<file path="src/rtl/vga_timing_gen.sv">
// Free-running VGA raster timing: scan counters, line/frame strobes and a frame counter.
// Sync and blank are delayed so they line up with the renderers' registered RGB.
module vga_timing_gen #(
  parameter int H_ACTIVE   = 640,
  parameter int H_FP       = 16,
  parameter int H_SYNC     = 96,
  parameter int H_BP       = 48,
  parameter int V_ACTIVE   = 480,
  parameter int V_FP       = 10,
  parameter int V_SYNC     = 2,
  parameter int V_BP       = 33,
  parameter int PIPE_DELAY = 1
) (
  input  logic       vga_clk,
  input  logic       reset,
  output logic [9:0] DrawX,
  output logic [9:0] DrawY,
  output logic       active,
  output logic       line_start,
  output logic       frame_start,
  output logic [7:0] frame_cnt,
  output logic       hsync,
  output logic       vsync,
  output logic       blank_n
);

  localparam int H_TOTAL = H_ACTIVE + H_FP + H_SYNC + H_BP;
  localparam int V_TOTAL = V_ACTIVE + V_FP + V_SYNC + V_BP;

  localparam logic [9:0]  H_LAST   = 10'(H_TOTAL - 1);
  localparam logic [9:0]  V_LAST   = 10'(V_TOTAL - 1);
  localparam logic [10:0] H_ACT_W  = 11'(H_ACTIVE);
  localparam logic [10:0] V_ACT_W  = 11'(V_ACTIVE);
  localparam logic [10:0] HS_BEGIN = 11'(H_ACTIVE + H_FP);
  localparam logic [10:0] HS_END   = 11'(H_ACTIVE + H_FP + H_SYNC);
  localparam logic [10:0] VS_BEGIN = 11'(V_ACTIVE + V_FP);
  localparam logic [10:0] VS_END   = 11'(V_ACTIVE + V_FP + V_SYNC);

  generate
    if ((H_TOTAL > 1024) || (V_TOTAL > 1024)) begin : g_bad_total
      $error("vga_timing_gen: H_TOTAL and V_TOTAL must not exceed 1024");
    end
    if ((PIPE_DELAY < 0) || (PIPE_DELAY > 4)) begin : g_bad_delay
      $error("vga_timing_gen: PIPE_DELAY must be within 0..4");
    end
  endgenerate

  logic [9:0] hc_r;
  logic [9:0] vc_r;
  logic [7:0] frame_cnt_r;
  logic [9:0] hc_nxt_s;
  logic [9:0] vc_nxt_s;
  logic [7:0] frame_cnt_nxt_s;
  logic       hs_raw_s;
  logic       vs_raw_s;
  logic       active_s;

  // Raster advance: vc steps on the last pixel of a line, frame_cnt on the last pixel of a frame
  always_comb begin
    hc_nxt_s        = hc_r + 10'd1;
    vc_nxt_s        = vc_r;
    frame_cnt_nxt_s = frame_cnt_r;
    if (hc_r == H_LAST) begin
      hc_nxt_s = 10'd0;
      if (vc_r == V_LAST) begin
        vc_nxt_s        = 10'd0;
        frame_cnt_nxt_s = frame_cnt_r + 8'd1;
      end else begin
        vc_nxt_s = vc_r + 10'd1;
      end
    end else begin
      vc_nxt_s = vc_r;
    end
  end

  // Scan counter and frame counter registers
  always_ff @(posedge vga_clk or posedge reset) begin
    if (reset) begin
      hc_r        <= 10'd0;
      vc_r        <= 10'd0;
      frame_cnt_r <= 8'd0;
    end else begin
      hc_r        <= hc_nxt_s;
      vc_r        <= vc_nxt_s;
      frame_cnt_r <= frame_cnt_nxt_s;
    end
  end

  // Raw decode of sync pulses and visible region from the counters
  always_comb begin
    hs_raw_s = !(({1'b0, hc_r} >= HS_BEGIN) && ({1'b0, hc_r} < HS_END));
    vs_raw_s = !(({1'b0, vc_r} >= VS_BEGIN) && ({1'b0, vc_r} < VS_END));
    active_s = ({1'b0, hc_r} < H_ACT_W) && ({1'b0, vc_r} < V_ACT_W);
  end

  assign DrawX       = hc_r;
  assign DrawY       = vc_r;
  assign frame_cnt   = frame_cnt_r;
  assign active      = active_s;
  assign line_start  = (hc_r == 10'd0);
  assign frame_start = (hc_r == 10'd0) && (vc_r == 10'd0);

  generate
    if (PIPE_DELAY == 0) begin : g_no_delay
      assign hsync   = hs_raw_s;
      assign vsync   = vs_raw_s;
      assign blank_n = active_s;
    end else begin : g_delay
      // Each stage holds {hsync, vsync, blank_n}; reset fill is "sync idle, blanked"
      logic [2:0] pipe_r [PIPE_DELAY];

      // Alignment shift register for sync and blank
      always_ff @(posedge vga_clk or posedge reset) begin
        if (reset) begin
          for (int i = 0; i < PIPE_DELAY; i++) begin
            pipe_r[i] <= 3'b110;
          end
        end else begin
          pipe_r[0] <= {hs_raw_s, vs_raw_s, active_s};
          for (int i = 1; i < PIPE_DELAY; i++) begin
            pipe_r[i] <= pipe_r[i-1];
          end
        end
      end

      assign {hsync, vsync, blank_n} = pipe_r[PIPE_DELAY-1];
    end
  endgenerate

endmodule

</file>
<file path="config.mk">
export PLATFORM = sky130hd
export DESIGN_NAME = vga_timing_gen
export DESIGN_NICKNAME = d
export VERILOG_FILES = /design/src/rtl/vga_timing_gen.sv
export SDC_FILE = /design/constraint.sdc
export NUM_CORES = 1
export LEC_CHECK = 0
export ABC_AREA = 1
export BUFFER_PORTS_ARGS = -buffer_cell sky130_fd_sc_hd__buf_2
export CORE_ASPECT_RATIO = 1.1
export CORE_MARGIN = 1
export CORE_UTILIZATION = 50
export DETAILED_ROUTE_END_ITERATION = 8
export GPL_ROUTABILITY_DRIVEN = 1
export GPL_TIMING_DRIVEN = 0
export PLACE_DENSITY = 0.8
export SYNTH_ARGS = -nofsm -noshare
export SYNTH_HDL_FRONTEND = slang
export SYNTH_SLANG_ARGS = --single-unit
export TNS_END_PERCENT = 50
</file>
<file path="constraint.sdc">
create_clock -name vga_clk -period 2.8 [get_ports vga_clk]
set_input_delay 0.14 -clock vga_clk [delete_from_list [all_inputs] [get_ports vga_clk]]
set_output_delay 0.14 -clock vga_clk [all_outputs]
set_load 0.05 [all_outputs]
</file>
==> results.py <==
metrics = {
    "status": {
        "status": "finished, final reports clean",
    },
    "layout": {
        "area_delta_synth_final_pct": 16.07,
        "register_area_um2": 778.2,
        "n_fill_cell": 315,
        "multiInputGateArea_um2": 817.0,
        "instances_no_fill": 311,
        "nets": 270,
        "antenna_cells": 0,
        "drive_gt1_frac": 0.2091,
    },
    "floorplan": {
        "coreArea_mm2": 0.003358,
        "io_pins": 36,
        "die_x_um": 58.70,
        "die_h_um": 64.37,
        "dieArea_mm2": 0.003778,
        "start_util": 0.5265,
        "rows": 22,
    },
    "setup_path": {
        "endpoint": "frame_start",
        "path_max_fanout": 6,
        "reg2reg_to": "DrawY[3]",
        "arrival_ns": 1.84,
        "critPathKind": "flop to primary output",
        "cp-startpoint": "DrawX[0]",
        "required_ns": 2.66,
        "startpoint_type": "flop",
        "reg2reg_slack_ns": 1.20,
        "reg2regPathDepth": 8,
        "r2r_start": "DrawX[0]",
        "end_kind": "primary output",
    },
    "global_routing": {
        "grt_pass1_vias": 1343,
        "grt_max_degree": 32,
        "grtUsageTotal": 0.2173,
        "antenna_found_initial": 0,
        "grt_overflow": 0,
        "grt_first_pass_wirelength_mm": 6.154,
    },
    "clock_tree": {
        "post-cts-setup-buffer-count": 0,
        "insertion_delay_ns": 0.34,
        "clock_sinks": 31,
        "clk_pin_slew_worst_paths_ns": 0.10,
        "cts-resized-gates": 0,
        "hold_buffers": 0,
        "cts_tree": "built",
        "cts_made_buffers": 5,
        "htreeDepth": 2,
        "clockRootBuffer": "clkbuf_4",
        "clk_path_buf_depth": 2,
    },
    "yosys": {
        "synth_xor_area_frac": 0.08422,
        "syn_avg_cell_area_um2": 8.036,
        "synth-simple-area-share": 0.2760,
        "synth_fp_nets": 228,
        "netlist_instances": 220,
        "synth_compound_area_frac": 0.05945,
        "ys_warn_count": 0,
        "synth-seq-cells": 31,
        "yosysSeqAreaShare": 0.4402,
        "synth_top_family_by_area": "simple AND/OR/NAND/NOR gates",
        "synth.distinct_cells": 28,
        "yosys-mux-area-fraction": 0,
        "syn-cell-area_mm2": 0.001768,
        "synthAdderAreaFrac": 0.04246,
    },
    "timing": {
        "rsz0062_at_grt": "false",
        "setup_viol": 0,
        "fin_crit_ns": 1.984,
        "finalWorstSetupSlack_ns": 0.8161,
        "holdWs_ns": 0.06487,
        "slew_headroom": 0.2490,
        "fmax_ghz": 0.5041,
        "fin_setup_tns_ns": 0,
        "finalHoldViolCount": 0,
        "tightest_slew_ns": 1.125,
        "clock_skew_ns": 0.01288,
        "slew_viol_final": 0,
        "fin_crit_sh": 0.7085,
    },
    "place": {
        "dp_hpwl_mm": 2.606,
        "dp.cells": 303,
        "place_ws_ns": 1.175,
        "port_buffers": 35,
        "place.gp.congestion": 0.9088,
    },
    "drt": {
        "first_iter_violations": 69,
        "wirelength_mm": 3.529,
        "drc": 0,
        "detail_route.wl_per_cell_um": 11.35,
        "detail-route-antenna-nets": 0,
        "vias": 1539,
        "post_drt_via_cell_ratio": 4.949,
        "drtPass1Iterations": 4,
    },
    "pwr": {
        "p_per_area_mw_per_mm2": 344.6,
        "ir_worst_vdd_mv": 0.2208,
        "p_leak_uw": 0.001119,
        "power_uw": 707.2,
    },
    "flow_run": {
        "maxCapViolCount": 0,
    },
    "worst_hold_path": {
        "holdCritPathClass": "input port to async pin",
    },
}
## per-stage QoR
step | cell area (um^2) | util
detailed placement | 2003 | 0.5965
floorplan | 1768 | -
CTS | 2052 | 0.6110
finish | 2052 | 0.6110
global route | 2052 | 0.6110
global placement | 2003 | 0.5965
## synthesized netlist by cell type (all sizes together)
master | instances | area share
nand2 | 53 | 0.11
inv | 31 | 0.070
dfrtp | 29 | 0.41
nor2 | 27 | 0.063
nand3 | 16 | 0.054
o21ai | 15 | 0.042
xor2 | 15 | 0.074
nor3 | 7 | 0.020
ha | 6 | 0.042
buf | 5 | 0.028
nand4 | 5 | 0.018
a21oi | 3 | 0.0085
dfstp | 2 | 0.030
xnor2 | 2 | 0.0099
a21boi | 1 | 0.0042
nor3b | 1 | 0.0042
nor4 | 1 | 0.0035
o211ai | 1 | 0.0042
## area by class of cell
class,count,area share
multi-input combinational,153,0.3982
sequential,31,0.3793
timing repair buffer,35,0.08537
inverter,31,0.06037
tap,48,0.02927
clock buffer,8,0.02378
buffer,5,0.02378
## state kept, by name (all words and copies together), names as in the netlist
| signal | count |
|---|---|
| g_delay.pipe_r | 3 |
| frame_cnt | 8 |
| DrawY | 10 |
| DrawX | 10 |
## worst min path at each step
| stage | startpoint | end | slack, ns | cells past startpoint |
|---|---|---|---|---|
| 2_1_floorplan | reset | DrawX[0] | 0.24 | 1 |
| 3_3_place_gp | reset | frame_cnt[5] | 0.49 | 2 |
| 3_5_place_dp | reset | frame_cnt[2] | 0.50 | 2 |
| 4_1_cts | reset | frame_cnt[2] | 0.12 | 2 |
| 5_1_grt | reset | frame_cnt[2] | 0.18 | 2 |
| 6_report | reset | frame_cnt[2] | 0.06 | 2 |
## cells by family after synthesis
logic type	count (synthesis)
buffers and inverters	36
and+or+nand+nor	110
adders and majority gates	6
AOI/OAI and AO/OA	20
DFF	31
xor gates and xnor gates	17
## critical path: stages (launching register included)
cell and delay [ns]:
dfrtp_1 0.46, inv_1 0.10, ha_1 0.16, nor3b_1 0.17, nand4_1 0.16, nor3_1 0.17
buf_2 0.29
## power breakdown
part           total, uW  internal, uW  switching (uW)
Sequential           447           447               0
Combinational       8.73         0.552            8.18
Clock                251          99.9             151
Total                707           548             159
## layout by cell type (no fill, tap or decap), drive strengths merged, types with 2 or more instances in the layout
cell    netlist  final
xor2         15     15
buf           5     40
nand2        53     53
xnor2         2      2
nor3          7      7
nand3        16     16
ha            6      6
nor2         27     27
o21ai        15     15
dfrtp        29     29
inv          31     31
a21oi         3      3
clkbuf        0      8
dfstp         2      2
nand4         5      5
## per-layer routing
layer	track usage	wire, um	part of all wire	vias up
met3	0.06073	194	0.055	6
met4	0.07143	45	0.013	0
li1	-	-	-	775
met5	0	0	0	-
met2	0.3147	1649	0.47	43
met1	0.3109	1640	0.46	715
(Power assumes the default switching activity.)
